<file path="src/rtl/mem_read_sequencer.sv">
// mem_read_sequencer: decodes a read address to one of three memories, waits per region, returns data on a valid/ready handshake.
// Define MEMSEQ_STATS_EN to add saturating per-region read and error counters.
module mem_read_sequencer #(
  parameter int unsigned ADDR_W = 32,
  parameter int unsigned DATA_W = 32,
  parameter logic [ADDR_W-1:0] REGION1_BASE = ADDR_W'(32'h0000_1000),
  parameter logic [ADDR_W-1:0] REGION2_BASE = ADDR_W'(32'h0000_2000),
  parameter logic [ADDR_W-1:0] REGION_END = ADDR_W'(32'h0000_3000),
  parameter int unsigned WAIT_0 = 0,
  parameter int unsigned WAIT_1 = 1,
  parameter int unsigned WAIT_2 = 3
) (
  input  logic              clk,
  input  logic              rst_n,
  input  logic              Req,
  input  logic [ADDR_W-1:0] Address,
  output logic              ReqReady,
  input  logic [DATA_W-1:0] ReadData_1,
  input  logic [DATA_W-1:0] ReadData_2,
  input  logic [DATA_W-1:0] ReadData_3,
  output logic [1:0]        MemorySelector,
  output logic [2:0]        MemEnable,
  output logic [DATA_W-1:0] ReadData,
  output logic              ReadValid,
  output logic              ReadError,
  input  logic              RespReady
`ifdef MEMSEQ_STATS_EN
  ,
  output logic [15:0]       ReadCount_0,
  output logic [15:0]       ReadCount_1,
  output logic [15:0]       ReadCount_2,
  output logic [15:0]       ErrCount
`endif
);
  typedef enum logic [1:0] {IDLE, ACCESS, RESP} state_t;
  state_t state_q;
  logic [3:0] cnt_q;
  logic [3:0] wait_d;
  logic [1:0] sel_d;
  logic [DATA_W-1:0] rdata_d;
  if (WAIT_0 > 15 || WAIT_1 > 15 || WAIT_2 > 15) begin : g_wait_range
    $error("mem_read_sequencer: WAIT_n must fit the 4-bit wait counter (0..15)");
  end
  always_comb begin
    sel_d = Address < REGION1_BASE ? 2'b00 : Address < REGION2_BASE ? 2'b01 : Address < REGION_END ? 2'b10 : 2'b11;
    wait_d = sel_d == 2'b00 ? 4'(WAIT_0) : sel_d == 2'b01 ? 4'(WAIT_1) : 4'(WAIT_2);
    rdata_d = MemorySelector == 2'b00 ? ReadData_1 : MemorySelector == 2'b01 ? ReadData_2 : ReadData_3;
  end
  always_ff @(posedge clk or negedge rst_n) begin
    if (!rst_n) begin
      state_q <= IDLE;
      cnt_q <= '0;
      ReqReady <= 1'b1;
      MemorySelector <= 2'b00;
      MemEnable <= 3'b000;
      ReadData <= '0;
      ReadValid <= 1'b0;
      ReadError <= 1'b0;
    end else begin
      case (state_q)
        IDLE: if (Req) begin
          MemorySelector <= sel_d;
          cnt_q <= wait_d;
          ReqReady <= 1'b0;
          if (sel_d == 2'b11) begin
            ReadData <= '0;
            ReadError <= 1'b1;
            ReadValid <= 1'b1;
            state_q <= RESP;
          end else begin
            MemEnable <= 3'(1) << sel_d;
            state_q <= ACCESS;
          end
        end
        // Enable stays up through the final counted cycle; data is taken on that same edge.
        ACCESS: if (cnt_q != 4'd0) cnt_q <= cnt_q - 4'd1;
        else begin
          MemEnable <= 3'b000;
          ReadData <= rdata_d;
          ReadValid <= 1'b1;
          ReadError <= 1'b0;
          state_q <= RESP;
        end
        RESP: if (RespReady) begin
          ReadValid <= 1'b0;
          ReadError <= 1'b0;
          ReqReady <= 1'b1;
          state_q <= IDLE;
        end
        default: state_q <= IDLE;
      endcase
    end
  end
`ifdef MEMSEQ_STATS_EN
  always_ff @(posedge clk or negedge rst_n) begin
    if (!rst_n) {ReadCount_0, ReadCount_1, ReadCount_2, ErrCount} <= '0;
    else if (ReadValid && RespReady) begin
      if (ReadError) ErrCount <= ErrCount + 16'(ErrCount != 16'hFFFF);
      else if (MemorySelector == 2'b00) ReadCount_0 <= ReadCount_0 + 16'(ReadCount_0 != 16'hFFFF);
      else if (MemorySelector == 2'b01) ReadCount_1 <= ReadCount_1 + 16'(ReadCount_1 != 16'hFFFF);
      else ReadCount_2 <= ReadCount_2 + 16'(ReadCount_2 != 16'hFFFF);
    end
  end
`endif
endmodule

</file>
<file path="config.mk">
export PLATFORM = sky130hd
export DESIGN_NAME = mem_read_sequencer
export DESIGN_NICKNAME = d
export VERILOG_FILES = /design/src/rtl/mem_read_sequencer.sv
export SDC_FILE = /design/constraint.sdc
export NUM_CORES = 1
export LEC_CHECK = 0
export BUFFER_PORTS_ARGS = -buffer_cell sky130_fd_sc_hd__buf_2
export CORE_MARGIN = 3
export CORE_UTILIZATION = 45
export DETAILED_ROUTE_END_ITERATION = 16
export GPL_TIMING_DRIVEN = 0
export PLACE_DENSITY = 0.83
export SLEW_MARGIN = 40
export SYNTH_ARGS = -nofsm -noshare
export SYNTH_HDL_FRONTEND = slang
export SYNTH_SLANG_ARGS = --single-unit
</file>
<file path="constraint.sdc">
create_clock -name clk -period 4.05 [get_ports clk]
set_clock_uncertainty 0.2 [all_clocks]
set_input_delay 0.6075 -clock clk [delete_from_list [all_inputs] [get_ports clk]]
set_output_delay 0.6075 -clock clk [all_outputs]
set_load 0.05 [all_outputs]
</file>
; ---- Yosys cells after proc, flatten, opt, wreduce, memory -nomap -nowiden
; Index checks and enable logic that the tools add are counted.
[totals]
regBits = 46
input_bits = 132
out_inout_bits = 40
word_cells = 71
[op_classes]
addsub = 1
magnitude_cmp = 3
eq_ne = 11
n_shift = 1
n_mux = 33
reduce_logical = 14
[ops]
columns = cell, n
row1 = $mux W32, 5
row2 = $lt A32 B14 Y1 const B, 2
row3 = $pmux W32 S2, 1
row4 = $lt A32 B13 Y1 const B, 1
row5 = $mux W2, 8
row6 = $ne A2 B2 Y1 const B, 6
row7 = $mux W3, 3
row8 = $reduce_and A3 Y1, 3
row9 = $mux W1, 8
row10 = $mux W4, 2
row11 = $pmux W4 S2, 1
row12 = $reduce_and A4 Y1, 2
row13 = $eq A2 B1 Y1 const B, 3
row14 = $logic_not A2 Y1, 3
row15 = $pmux W1 S3, 2
row16 = $pmux W2 S3, 1
row17 = $pmux W3 S2, 1
row18 = $reduce_and A5 Y1, 1
row19 = $eq A2 B2 Y1 const B, 2
row20 = $reduce_bool A2 Y1, 2
row21 = $reduce_bool A4 Y1, 1
row22 = $sub A4 B1 Y4 const B, 1
row23 = $reduce_bool A3 Y1, 1
row24 = $shl A1 B2 Y3 const A, 1
row25 = other kinds (2), 2

; ---- Longest topological paths before layout
[depth]
ltp_word = 9
depth_mapped = 7
mapped_depth_nobuf = 6

; ---- Worst setup path before layout
; Ideal clock, no wire load.
[synth_timing]
path_kind = register -> register
from = reg cnt_q[0]
to = reg ReadData[0]
setup_ns = 0.079
t_arrival_ns = 1.868
required_time_ns = 3.771
path_slack_ns = 1.903
stages_incl_launch_ff = 8
path_buffers = 1
cell_sequence = dfrtp_1 -> inv_1 -> ha_1 -> or3b_4 -> a22o_4 -> a31oi_4 -> buf_8 -> mux2i_1
[synth_between]
elab_chain_len = 3
[synth_lines]
columns = item, line_no
row1 = "start, declared", 37  ; logic [3:0] cnt_q;
row2 = "start signal, assigned", 63  ; cnt_q <= wait_d;
row3 = "start signal, assigned", 76  ; ACCESS: if (cnt_q != 4'd0) cnt_q <= cnt_q - 4'd1;
row4 = $reduce_bool A4 Y1, 76
row5 = $ne A2 B2 Y1 (no source line), -
row6 = $reduce_and A4 Y1 (no source line), -
row7 = "end signal, assigned", 79  ; ReadData <= rdata_d;
row8 = "end, declared", 23  ; output logic [DATA_W-1:0] ReadData,
; No other way between the ends.
; A chain may end at the register's enable or synchronous reset.

; ---- Worst setup path in the final report
[layout_timing]
from = reg cnt_q[0]
to = reg ReadData[29]
; Same word-level chain as after synthesis.

==> metrics.yaml <==
drt:
  detailroute.via_count: 2923
  drtAntennaViolNets: 0
  drt-total-wl_um: 7830
  post-route-drc-count: 0
  drt-initial-drc-count: 55
  drt-pass1-iter-count: 4
  drt-vias-per-instance: 5.01
  drt-wirelength-per-cell_um: 13.4
synth:
  synthMostInstantiatedCell: "sky130_fd_sc_hd__nand2_1"
  synth.yosys.seq_area_share_pct: 38.7
  synthesis.area_um2: 2980
  postSynth.topFlopCell: "sky130_fd_sc_hd__dfrtp_1"
  synth.yosys.warnings: 0
  ranking_of_synthesized_cells_by_instance_count: "sky130_fd_sc_hd__nand2_1 (72), sky130_fd_sc_hd__mux2i_1 (66), sky130_fd_sc_hd__dfrtp_1 (45)"
  synth.area.top_cells: "sky130_fd_sc_hd__dfrtp_1 (38%), sky130_fd_sc_hd__mux2i_1 (22%), sky130_fd_sc_hd__nand2_1 (9.1%)"
  ys_async_sr_fraction_pct: 100
  postSynthRegisterBits: 46
  cell_type_with_the_largest_total_area_after_synthesis: "sky130_fd_sc_hd__dfrtp_1"
  synth_enable_flop_cells: 0
  syn-instance-count: 339
  synth.lib_cells_used.distinct: 41
  synthesis.nets: 476
  synth_top_area_share_pct: 37.8
  post_synth.cell_area_avg_um2: 8.79
cts:
  clock_insertion_delay_at_the_later_pin_of_the_skew_report_ns: 0.30
  cts_buffers: 5
  cts_sinks: 46
  cts_tree: "built"
  worst_setup_hold_path_clk_slew_ns: 0.09
  cts-root-to-sink-buffers: 2
  post_cts_setup_repair_bufs: 0
  hold_buffers: 0
  h-tree-depth: 2
  postCtsResizedCells: 0
  clock_root_buffer_master: "sky130_fd_sc_hd__clkbuf_8"
cells_and_area:
  design_area_um2: 3970
  layout.filler_cells: 585
  final_core_utilization_pct: 62.1
  number_of_diodes: 0
  area_delta_synth_final_pct: 33.2
  design.final.nets: 642
  finalNonFillerCells: 583
  final_layout_size_suffix_gt1_share_pct: 35.6
place:
  placedInstanceArea_um2: 3870
  dp.final_hpwl_um: 6140
  gp_congestion: 0.808
  post-place-cells: 575
  placement.setup.worst_slack_ns: 1.66
  port_buffers: 159
critical_path:
  r2r_end: "ReadData[29]"
  timing.setup.critical_path_class: "flop to flop"
  timing.critical_path.to_type: "flop"
  crit_path_start_kind: "flop"
  critical_path_arrival_ns: 2.39
  critical_path_peak_fanout: 10
  r2r_slack_ns: 1.68
  worst_ep_required_time_ns: 4.07
  worstRegToRegCells: 7
  rr_startpoint: "cnt_q[0]"
power:
  ir_drop_mv: 0.385
  p_per_area_nw_per_um2: 453
  p_leak_uw: 0.00209
timing:
  slew_viol_final: 0
  worstMarginPinSlew_ns: 0.682
  final_critical_path_share_of_the_clock_period_pct: 58.5
  worst_rel_slew_slack_pct: 54.2
  setup_ws_ns: 1.68
  setup_viol: 0
  period_minus_ws_final_ns: 2.37
  max_freq_mhz: 422
  rsz0062_at_grt: "false"
  setup_total_negative_slack_ns: 0
  final_hold_violation_count: 0
grt:
  grtUsageTotal_pct: 20.4
  antenna_found_initial: 0
  global_route.overflow_total: 0
  grt_max_degree: 47
  grt_pass1_wl_um: 12400
  first_global_vias: 2811
die:
  fp.dieArea_um2: 7630
  floorplan.initialDensity_pct: 46.6
  rows: 29
  die_h_um: 87.4
  io_pins: 172
  die-width_um: 87.4
  design.core.area_um2: 6390
outcome:
  outcome: "finished clean"
run:
  drv.max_cap_violation_count: 0
worst_hold_path:
  hold_path_class: "input pin to asynchronous set/reset pin"
## routing by layer
| layer | track usage, % | up-vias | part of all wire [%] |
|---|---|---|---|
| met3 | 4.26 | 12 | 8.1 |
| li1 | - | 1470 | - |
| met5 | 0 | - | 0 |
| met2 | 36.4 | 118 | 50 |
| met4 | 6.00 | 0 | 1.5 |
| met1 | 24.5 | 1323 | 40 |
## critical path, stage by stage (launching register included)
cell and delay (ns):
sky130_fd_sc_hd__dfrtp_1 0.40, sky130_fd_sc_hd__inv_1 0.12, sky130_fd_sc_hd__ha_1 0.15, sky130_fd_sc_hd__or3b_4 0.38, sky130_fd_sc_hd__a22o_4 0.29, sky130_fd_sc_hd__a31oi_4 0.33, sky130_fd_sc_hd__buf_8 0.21, sky130_fd_sc_hd__mux2i_1 0.21
## layout by cell type (no fill, tap or decap), types with 3 or more instances in the layout
cell,Yosys,layout
sky130_fd_sc_hd__a21oi_1,4,4
sky130_fd_sc_hd__a31o_1,3,3
sky130_fd_sc_hd__a31oi_1,3,3
sky130_fd_sc_hd__buf_2,4,162
sky130_fd_sc_hd__buf_8,3,3
sky130_fd_sc_hd__clkbuf_1,13,13
sky130_fd_sc_hd__clkbuf_8,0,5
sky130_fd_sc_hd__dfrtp_1,45,45
sky130_fd_sc_hd__ha_1,5,5
sky130_fd_sc_hd__inv_1,42,42
sky130_fd_sc_hd__mux2i_1,66,66
sky130_fd_sc_hd__nand2_1,72,72
sky130_fd_sc_hd__nor2_1,9,9
sky130_fd_sc_hd__nor4_1,4,4
sky130_fd_sc_hd__o21ai_0,34,34
## through the flow
step                total power, uW  hold WS, ns
finish                         1800       0.0951
global route                   1930        0.121
CTS                            1810        0.111
detailed placement             1510        0.296
global placement               1490        0.297
floorplan                      1260        0.112
## where the power goes
part | total, uW | leakage [uW] | internal, uW | switching [uW]
clock | 294 | 0.0000447 | 125 | 169
combinational | 967 | 0.00142 | 365 | 602
sequential | 534 | 0.000619 | 506 | 27.7
## registers in the layout, indices dropped and copies added, names as in the netlist
name / cells
ReadError: 1
MemorySelector: 2
MemEnable: 3
state_q: 2
cnt_q: 4
ReadValid: 1
ReadData: 32
ReqReady: 1
## how the worst max path moves through the flow
stage,depth (start not counted),endpoint,start
after CTS,7,ReadData[29],cnt_q[0]
after detailed placement,7,ReadData[29],Address[21]
final,7,ReadData[29],cnt_q[0]
after global routing,7,ReadData[9],cnt_q[0]
after floorplan,7,ReadData[0],cnt_q[0]
after global placement,7,ReadData[29],Address[21]
## cells by family (layout without fill, tap and decap cells)
kind of cell    count (synthesis)  after routing  share of synthesized area, %
simple gates                   99             99                          14.4
mux                            67             67                          22.6
buf+inv                        62            229                          9.11
compound gates                 60             60                          13.2
flops                          46             46                          38.7
fa+ha+maj                       5              5                          2.10
## layout make-up
class | count | area, um2 | share of cell area (%)
plain buffers | 20 | 114 | 2.87
clock buffers | 5 | 68.8 | 1.73
clock inverters | 3 | 25.0 | 0.631
inverters | 42 | 158 | 3.97
multi-input cells | 231 | 1560 | 39.2
flip-flops and latches | 46 | 1150 | 29.0
well taps | 77 | 96.3 | 2.43
repair buffers | 159 | 798 | 20.1
No activity file was read; power rests on OpenSTA's default activity.
